==> src/rtl/snn_pkg.sv <==
// -----------------------------------------------------------------------------
// snn_pkg
// Shared definitions for the SNN frame controller: controller state encoding,
// result-encoding constant, default frame geometry and the result byte encoder.
// No ports (package).
// -----------------------------------------------------------------------------
package snn_pkg;

  // Frame controller states
  typedef enum logic [2:0] {
    ST_LOAD    = 3'd0,
    ST_UNPACK  = 3'd1,
    ST_CALC    = 3'd2,
    ST_SEND    = 3'd3,
    ST_WAIT_TX = 3'd4
  } state_e;

  localparam logic [7:0] ASCII_ZERO     = 8'h30;
  localparam int         DEF_NUM_PIXELS = 784;
  localparam int         DEF_RESULT_W   = 4;

  // Builds the transmitted result byte; the addition wraps modulo 8 bits.
  function automatic logic [7:0] encode_result(input logic ascii, input logic [7:0] res8);
    logic [7:0] byte_v;
    if (ascii) begin
      byte_v = ASCII_ZERO + res8;
    end else begin
      byte_v = res8;
    end
    return byte_v;
  endfunction

endpackage

==> src/rtl/snn_byte_unpack.sv <==
// -----------------------------------------------------------------------------
// snn_byte_unpack
// Holds one received byte and presents it LSB-first, one bit per shift.
// Ports:
//   clk, rst       : clock, asynchronous active-high reset
//   load_i         : capture data_i and restart the bit counter
//   data_i [7:0]   : byte to capture
//   shift_i        : consume the current bit (shift right)
//   bit_o          : current bit (shreg[0])
//   last_bit_o     : the bit being presented is bit 7 of the byte
// -----------------------------------------------------------------------------
module snn_byte_unpack
  import snn_pkg::*;
(
  input  logic       clk,
  input  logic       rst,
  input  logic       load_i,
  input  logic [7:0] data_i,
  input  logic       shift_i,
  output logic       bit_o,
  output logic       last_bit_o
);

  logic [7:0] shreg_q;
  logic [2:0] bit_cnt_q;

  // Shift register and bit counter; load has priority over shift
  always_ff @(posedge clk or posedge rst) begin
    if (rst) begin
      shreg_q   <= 8'h00;
      bit_cnt_q <= 3'd0;
    end else if (load_i) begin
      shreg_q   <= data_i;
      bit_cnt_q <= 3'd0;
    end else if (shift_i) begin
      shreg_q   <= {1'b0, shreg_q[7:1]};
      bit_cnt_q <= bit_cnt_q + 3'd1;
    end else begin
      shreg_q   <= shreg_q;
      bit_cnt_q <= bit_cnt_q;
    end
  end

  assign bit_o      = shreg_q[0];
  assign last_bit_o = (bit_cnt_q == 3'd7);

endmodule

==> src/rtl/snn_frame_ctrl.sv <==
// -----------------------------------------------------------------------------
// snn_frame_ctrl
// Collects UART bytes into a 1-bit-wide pixel RAM (LSB first), starts the SNN
// core once a frame is complete, then forwards the classified digit to the
// UART transmitter and the LEDs. Recovers from stalled partial frames via an
// inter-byte timeout and flags bytes arriving while busy (overrun).
// Ports:
//   clk, rst                 : clock, asynchronous active-high reset
//   rx_valid, rx_data        : received byte strobe / data
//   ram_we, ram_addr, ram_wdata : pixel RAM write port (address shared with core)
//   core_addr                : core read address, routed to ram_addr in CALC
//   core_start / core_done   : core handshake pulses
//   core_result              : core result, valid with core_done
//   tx_start, tx_data, tx_done : transmitter handshake
//   led                      : last result, zero-extended
//   frame_err                : pulse when a partial frame is discarded
//   overrun                  : sticky, byte received outside LOAD
// -----------------------------------------------------------------------------
module snn_frame_ctrl
  import snn_pkg::*;
#(
  parameter int NUM_PIXELS  = DEF_NUM_PIXELS,
  parameter int RESULT_W    = DEF_RESULT_W,
  parameter int ASCII_MODE  = 1,
  parameter int TIMEOUT_CYC = 2_000_000,
  parameter int ADDR_W      = (NUM_PIXELS > 1) ? $clog2(NUM_PIXELS) : 1
) (
  input  logic                clk,
  input  logic                rst,
  input  logic                rx_valid,
  input  logic [7:0]          rx_data,
  output logic                ram_we,
  output logic [ADDR_W-1:0]   ram_addr,
  output logic                ram_wdata,
  input  logic [ADDR_W-1:0]   core_addr,
  output logic                core_start,
  input  logic                core_done,
  input  logic [RESULT_W-1:0] core_result,
  output logic                tx_start,
  output logic [7:0]          tx_data,
  input  logic                tx_done,
  output logic [7:0]          led,
  output logic                frame_err,
  output logic                overrun
);

  localparam int IDLE_W = (TIMEOUT_CYC > 0) ? $clog2(TIMEOUT_CYC + 1) : 1;
  localparam logic [IDLE_W-1:0] IDLE_LIM = IDLE_W'(TIMEOUT_CYC);
  localparam logic [ADDR_W-1:0] LAST_PIX = ADDR_W'(NUM_PIXELS - 1);
  localparam logic              ASCII_EN = (ASCII_MODE != 0);

  state_e                state_q;
  logic [ADDR_W-1:0]     pix_cnt_q;
  logic [IDLE_W-1:0]     idle_cnt_q;
  logic [RESULT_W-1:0]   result_q;
  logic                  core_start_q;
  logic                  tx_start_q;
  logic [7:0]            tx_data_q;
  logic [7:0]            led_q;
  logic                  frame_err_q;
  logic                  overrun_q;

  logic unpack_load_s;
  logic unpack_shift_s;
  logic unpack_bit_s;
  logic unpack_last_s;
  logic timeout_hit_s;
  logic pix_last_s;
  logic [7:0] result8_s;

  assign unpack_load_s  = (state_q == ST_LOAD) && rx_valid;
  assign unpack_shift_s = (state_q == ST_UNPACK);
  assign pix_last_s     = (pix_cnt_q == LAST_PIX);
  assign result8_s      = 8'(core_result);

  // Timeout fires only while a partial frame is pending in LOAD
  assign timeout_hit_s  = (TIMEOUT_CYC != 0) && (state_q == ST_LOAD) &&
                          (pix_cnt_q != ADDR_W'(0)) && (idle_cnt_q == IDLE_LIM);

  snn_byte_unpack u_unpack (
    .clk        (clk),
    .rst        (rst),
    .load_i     (unpack_load_s),
    .data_i     (rx_data),
    .shift_i    (unpack_shift_s),
    .bit_o      (unpack_bit_s),
    .last_bit_o (unpack_last_s)
  );

  // Controller FSM with pixel counter, timeout counter and result path
  always_ff @(posedge clk or posedge rst) begin
    if (rst) begin
      state_q      <= ST_LOAD;
      pix_cnt_q    <= ADDR_W'(0);
      idle_cnt_q   <= IDLE_W'(0);
      result_q     <= RESULT_W'(0);
      core_start_q <= 1'b0;
      tx_start_q   <= 1'b0;
      tx_data_q    <= 8'h00;
      led_q        <= 8'h00;
      frame_err_q  <= 1'b0;
      overrun_q    <= 1'b0;
    end else begin
      core_start_q <= 1'b0;
      tx_start_q   <= 1'b0;
      frame_err_q  <= 1'b0;

      if (rx_valid && (state_q != ST_LOAD)) begin
        overrun_q <= 1'b1;
      end else begin
        overrun_q <= overrun_q;
      end

      case (state_q)
        ST_LOAD: begin
          // A byte arriving on the expiry cycle still starts at address 0
          if (timeout_hit_s) begin
            pix_cnt_q   <= ADDR_W'(0);
            idle_cnt_q  <= IDLE_W'(0);
            frame_err_q <= 1'b1;
          end else if ((pix_cnt_q == ADDR_W'(0)) || rx_valid) begin
            idle_cnt_q  <= IDLE_W'(0);
          end else begin
            idle_cnt_q  <= idle_cnt_q + IDLE_W'(1);
          end
          if (rx_valid) begin
            state_q <= ST_UNPACK;
          end else begin
            state_q <= ST_LOAD;
          end
        end

        ST_UNPACK: begin
          idle_cnt_q <= IDLE_W'(0);
          // Final pixel ends the byte early; leftover bits are dropped
          if (pix_last_s) begin
            pix_cnt_q    <= ADDR_W'(0);
            core_start_q <= 1'b1;
            state_q      <= ST_CALC;
          end else begin
            pix_cnt_q <= pix_cnt_q + ADDR_W'(1);
            if (unpack_last_s) begin
              state_q <= ST_LOAD;
            end else begin
              state_q <= ST_UNPACK;
            end
          end
        end

        ST_CALC: begin
          idle_cnt_q <= IDLE_W'(0);
          if (core_done) begin
            result_q   <= core_result;
            led_q      <= result8_s;
            tx_data_q  <= encode_result(ASCII_EN, result8_s);
            tx_start_q <= 1'b1;
            state_q    <= ST_SEND;
          end else begin
            state_q <= ST_CALC;
          end
        end

        ST_SEND: begin
          idle_cnt_q <= IDLE_W'(0);
          state_q    <= ST_WAIT_TX;
        end

        ST_WAIT_TX: begin
          idle_cnt_q <= IDLE_W'(0);
          if (tx_done) begin
            state_q <= ST_LOAD;
          end else begin
            state_q <= ST_WAIT_TX;
          end
        end

        default: begin
          state_q    <= ST_LOAD;
          pix_cnt_q  <= ADDR_W'(0);
          idle_cnt_q <= IDLE_W'(0);
        end
      endcase
    end
  end

  // RAM port: pixel writes during UNPACK, core-owned address during CALC
  always_comb begin
    ram_we    = 1'b0;
    ram_wdata = 1'b0;
    ram_addr  = pix_cnt_q;
    if (state_q == ST_UNPACK) begin
      ram_we    = 1'b1;
      ram_wdata = unpack_bit_s;
    end else if (state_q == ST_CALC) begin
      ram_addr  = core_addr;
    end else begin
      ram_addr  = pix_cnt_q;
    end
  end

  assign core_start = core_start_q;
  assign tx_start   = tx_start_q;
  assign tx_data    = tx_data_q;
  assign led        = led_q;
  assign frame_err  = frame_err_q;
  assign overrun    = overrun_q;

endmodule

==> config.mk <==
export PLATFORM = sky130hd
export DESIGN_NAME = snn_frame_ctrl
export DESIGN_NICKNAME = d
export VERILOG_FILES = /design/src/rtl/snn_pkg.sv /design/src/rtl/snn_byte_unpack.sv /design/src/rtl/snn_frame_ctrl.sv
export SDC_FILE = /design/constraint.sdc
export NUM_CORES = 1
export LEC_CHECK = 0
export BUFFER_PORTS_ARGS = -buffer_cell sky130_fd_sc_hd__buf_2
export CAP_MARGIN = 30
export CORE_ASPECT_RATIO = 0.8
export CORE_MARGIN = 2
export CORE_UTILIZATION = 38
export DETAILED_ROUTE_END_ITERATION = 12
export SYNTH_ARGS = -nofsm -noshare
export SYNTH_HDL_FRONTEND = slang
export SYNTH_SLANG_ARGS = --single-unit
==> constraint.sdc <==
create_clock -name clk -period 3.6 [get_ports clk]
set_input_delay 0.72 -clock clk [delete_from_list [all_inputs] [get_ports clk]]
set_output_delay 0.72 -clock clk [all_outputs]
set_load 0.05 [all_outputs]
==> flow_summary.yaml, run 1 <==
synthesis:
  async_flop_share_pct: 100
  syn_area_um2: 2810
  yosysSeqAreaShare_pct: 48.0
  syn_area_per_cell_um2: 9.63
  synth_warnings: 0
  synth_edf_count: 0
  ys_ff_latch: 54
  synth.distinct_cells: 38
  synthFlopType: "dfrtp_1"
  postSynthCellCount: 292
clock_network:
  clockBufferDepth: 2
  htreeDepth: 2
  post_cts_resize_count: 0
  clock-sinks: 54
  cts_root_buf: "clkbuf_8"
  holdBufCountCts: 0
  clock_latency_ns: 0.31
  cts_setup_buffers: 0
  cts_inserted_buffers: 5
  cts.clk_slew.worst_paths_ns: 0.09
  cts_tree: "done"
critical_path:
  r2r_slack_ns: 1.49
  crit_type: "register to output port"
  crit_required_ns: 2.88
  crit_arrival_ns: 2.13
  r2r-end: "led[1]"
  reg2reg_depth: 3
  crit_fanout: 16
  crit-reg2reg-launch: "state_q[2]"
  crit_path_end_kind: "output port"
  startpoint_type: "register"
drt:
  drt_first_pass_iters: 4
  ant_nets: 0
  drcViolationCount: 0
  drt_wl_total_mm: 5.64
  drtIter0Drc: 107
  viasPerCell: 4.99
  routed_wire_length_per_instance_um: 13.1
  vias: 2141
global_route:
  track_usage_pct: 14.7
  grt_pass1_wl_mm: 9.31
  grt_overflow_total: 0
  grt_pass1_vias: 1961
  grt_max_degree: 40
  grt_antenna_before_repair: 0
timing:
  fin_crit_sh_pct: 79.3
  hold_violations: 0
  fin_setup_tns_ns: 0
  clock.fmax_mhz: 350
  period_needed_ns: 2.85
  maxSlewHeadroom_pct: 40.6
  fin_skew_ns: 0.00731
  setup_viol: 0
  worstMarginPinSlew_ns: 0.887
  slew_violations: 0
  rsz0062_at_grt: "no"
floorplan:
  die_y_um: 81.0
  die_area_um2: 8110
  io_pins: 59
  initial_core_util_pct: 38.6
  die_w_um: 100
  coreArea_um2: 7290
  fp-row-count: 28
layout:
  final_cell_mix: "dfrtp_1 (54), buf_2 (52), nand2_1 (41)"
  layout_commonest_cell: "dfrtp_1"
  drive_gt1_share_pct: 25.7
  diodes: 0
  final_nets: 371
  area_growth_pct: 13.8
placed_design:
  io_buffer_count: 52
  place_hpwl_mm: 4.02
  globalplace.congestion: 0.787
hold_path:
  min_path_type: "register to register"
  hold_depth: 2
  min_to: "u_unpack.shreg_q[0]"
  min-delay-start: "u_unpack.shreg_q[0]"
run:
  maxCapViolCount: 0
power:
  ir_drop_v: 0.000262
  power_density_nw_per_um2: 580
  leakage_uw: 0.00154
  finalPower_uw: 1850
status:
  outcome: "completed"
## worst max-delay path by stage
stage | start | slack, ns | depth (start not counted) | end
floorplan | state_q[1] | 1.01 | 3 | ram_addr[0]
global placement | state_q[2] | 1.12 | 5 | ram_wdata
detailed placement | state_q[2] | 1.08 | 3 | ram_addr[4]
CTS | state_q[2] | 0.72 | 3 | ram_addr[4]
global route | state_q[2] | 0.54 | 3 | ram_addr[6]
finish | state_q[2] | 0.75 | 3 | ram_addr[2]
## worst max-delay path, stage by stage, from the launching register on
cell and delay, ns:
dfrtp_1 0.44, nor3b_2 0.76, mux2_2 0.41, buf_2 0.21
## area by class of cell
cell class | instances | area [um^2]
clock buffer | 6 | 72.6
inverter | 12 | 45.0
clock inverter | 2 | 37.5
timing repair buffer | 53 | 268
fill | 706 | 4090
multi-input combinational | 212 | 1310
tap | 90 | 113
sequential | 54 | 1350
## state kept, by name, summed over array words and instances, names as in the netlist
name                flops
core_start              1
frame_err               1
idle_cnt_q             21
led                     3
overrun                 1
pix_cnt_q              10
state_q                 3
tx_data                 2
tx_start                1
u_unpack.bit_cnt_q      3
u_unpack.shreg_q        8
## per-stage QoR
stage / util [%] / std cells / hold WS (ns) / setup slack (ns) / instance area [um^2]
after global routing: 43.9 / 429 / 0.517 / 0.540 / 3200
after floorplan: - / 297 / 0.438 / 1.01 / 2830
after global placement: 42.4 / 421 / 0.453 / 1.12 / 3090
after detailed placement: 42.4 / 421 / 0.463 / 1.08 / 3090
after CTS: 43.9 / 429 / 0.487 / 0.720 / 3200
final: 43.9 / 429 / 0.482 / 0.745 / 3200
## layer usage
metal  track usage (%)  share of wire [%]
met5                 0                  0
met4              5.75                1.5
met3              3.44                4.7
met2              21.7                 42
met1              20.8                 52
## cells in the mapped netlist, types with 5 or more instances
cell | instances | share of area (%)
nor2_1 | 32 | 4.3
a22oi_1 | 8 | 2.1
inv_1 | 12 | 1.6
nor4_1 | 5 | 1.1
nand4_1 | 5 | 1.1
xor2_1 | 7 | 2.2
buf_4 | 11 | 2.9
mux2_2 | 12 | 4.8
and3_1 | 5 | 1.1
o21ai_0 | 12 | 2.1
nand2_1 | 41 | 5.5
nor3_1 | 11 | 2.0
nand3_1 | 12 | 2.1
ha_1 | 6 | 2.7
dfrtp_1 | 54 | 48
and2_1 | 5 | 1.1
buf_2 | 7 | 1.2
xnor2_1 | 13 | 4.0
## power by group
group	leakage [uW]	switching, uW	internal, uW
Sequential	0.000723	104	704
Combinational	0.000763	432	206
Clock	0.0000514	201	208
## cells by family after synthesis
family                   count (synthesis)  share of synthesized area [%]
AND/OR/NAND/NOR                        134                           23.6
flip-flops                              54                           48.0
AO/OA/AOI/OAI                           34                           8.63
buffers and inverters                   31                           5.92
XOR/XNOR                                20                           6.23
multiplexers                            12                           4.80
adder cells (fa/ha/maj)                  6                           2.67
other                                    1                          0.133
(Power assumes the default switching activity.)
==> run 2, diff against run 1 <==
==> constraint.sdc (replaced) <==
create_clock -name clk -period 2.8 [get_ports clk]
set_input_delay 0.56 -clock clk [delete_from_list [all_inputs] [get_ports clk]]
set_output_delay 0.56 -clock clk [all_outputs]
set_load 0.05 [all_outputs]
==> run 2 against run 1 <==
Compared with the run above: non-clock buffer count grew 4; cell count grew 0.93%; clock-buffer cell count shrank 1; design area grew 0.43%; first-iteration DRC count shrank 16%; hold slack lost 0.26 ns; clock skew is essentially flat; combinational power grew 30%; critical endpoint is now ram_wdata; largest power group unchanged.
==> flow_summary.yaml, run 2 (synthesis gave the netlist of run 1 again) <==
status:
  outcome: "completed"
drt:
  drt_first_pass_iters: 4
  drtIter0Drc: 90
  drt_wl_total_mm: 5.43
  drcViolationCount: 0
  routed_wire_length_per_instance_um: 12.5
  ant_nets: 0
  viasPerCell: 4.91
  vias: 2128
power:
  finalPower_uw: 2310
  leakage_uw: 0.00155
  ir_drop_v: 0.000386
  power_density_nw_per_um2: 717
critical_path:
  crit_arrival_ns: 2.05
  crit-reg2reg-launch: "state_q[2]"
  crit_start: "state_q[2]"
  crit_type: "register to output port"
  crit_path_end_kind: "output port"
  crit_required_ns: 2.24
  crit_fanout: 11
  startpoint_type: "register"
placed_design:
  io_buffer_count: 52
  globalplace.congestion: 0.794
  place_hpwl_mm: 3.98
  placement.cell_area_um2: 3120
layout:
  final_cell_mix: "dfrtp_1 (54), buf_2 (52), nand2_1 (41)"
  drive_gt1_share_pct: 26.8
  largest-register: "idle_cnt_q"
  largest_reg_flops: 21
  diodes: 0
  largestRegisters: "idle_cnt_q: 21 flops, pix_cnt_q: 10 flops, u_unpack.shreg_q: 8 flops"
  layout_commonest_cell: "dfrtp_1"
  fin_area_um2: 3210
  area_growth_pct: 14.3
  final_nets: 375
clock_network:
  cts.clk_slew.worst_paths_ns: 0.10
  htreeDepth: 2
  cts_setup_buffers: 0
  holdBufCountCts: 0
  clock-sinks: 54
  post_cts_resize_count: 0
  clockBufferDepth: 2
  cts_root_buf: "clkbuf_8"
  cts_inserted_buffers: 5
  cts_tree: "done"
  clock_latency_ns: 0.31
floorplan:
  die_y_um: 81.0
  coreArea_um2: 7290
  die_area_um2: 8110
  die_w_um: 100
  fp-row-count: 28
  io_pins: 59
  initial_core_util_pct: 38.6
timing:
  setup_viol: 0
  slew_violations: 0
  fin_skew_ns: 0.00766
  clock.fmax_mhz: 382
  period_needed_ns: 2.61
  maxSlewHeadroom_pct: 65.1
  rsz0062_at_grt: "no"
  fin_setup_tns_ns: 0
  fin_crit_sh_pct: 93.4
  hold_violations: 0
  worstMarginPinSlew_ns: 0.521
global_route:
  grt_antenna_before_repair: 0
  grt_pass1_wl_mm: 9.32
  grt_pass1_vias: 1901
  track_usage_pct: 14.6
  grt_max_degree: 23
  grt_overflow_total: 0
run:
  maxCapViolCount: 0
hold_path:
  min_path_type: "input pin to async pin"
[run 2: cell types whose count changed in the layout (fill, tap and decap cells not counted), sizes merged]
cell	change
buf	+4
clkinv	+1
clkbuf	-1
bufinv	-1
inv	+1
[run 2: path summary, 6_finish.rpt]
path                                            end  slack (ns)  cells past startpoint
worst max-delay path                      ram_wdata        0.19                      5
worst min-delay path                 idle_cnt_q[14]        0.22                      2
worst max register to register         pix_cnt_q[3]        0.71                      7
worst min register to register  u_unpack.shreg_q[0]        0.47                      2
max in group asynchronous            idle_cnt_q[17]        1.97                      3
min in group clk                u_unpack.shreg_q[5]        0.46                      3
[run 2: final cells by class]
cell class	instances	area, um^2
clock inverter	3	25.0
sequential	54	1350
fill	733	4070
multi-input combinational	212	1310
tap	90	113
inverter	12	45.0
clock buffer	5	68.8
timing repair buffer	57	298
[run 2: metrics by stage]
stage,utilization (%),hold slack [ns],setup WS [ns],cells
final,44.1,0.219,0.185,433
after detailed placement,42.8,0.456,0.547,425
after CTS,44.1,0.223,0.176,433
after global routing,44.1,0.248,0.00827,433
after global placement,42.8,0.454,0.592,425
after floorplan,-,0.438,0.370,297
[run 2: power breakdown]
part / total (uW) / switching [uW] / leakage, uW / internal, uW
registers: 1030 / 125 / 0.000723 / 905
logic: 830 / 551 / 0.000783 / 279
clock network: 445 / 265 / 0.0000447 / 181
total: 2310 / 941 / 0.00155 / 1360
[run 2: layer usage]
layer	GRT usage, %	wire [um]
met5	0	0
met4	5.34	70
met3	3.44	251
met2	20.9	2240
met1	21.5	2870
[run 2: critical path, cell delays in order, from the launching register on]
cell and delay, ns:
dfrtp_1 0.44, nor2_1 0.29, nand2_1 0.25, inv_1 0.32, and2_1 0.19, buf_2 0.26
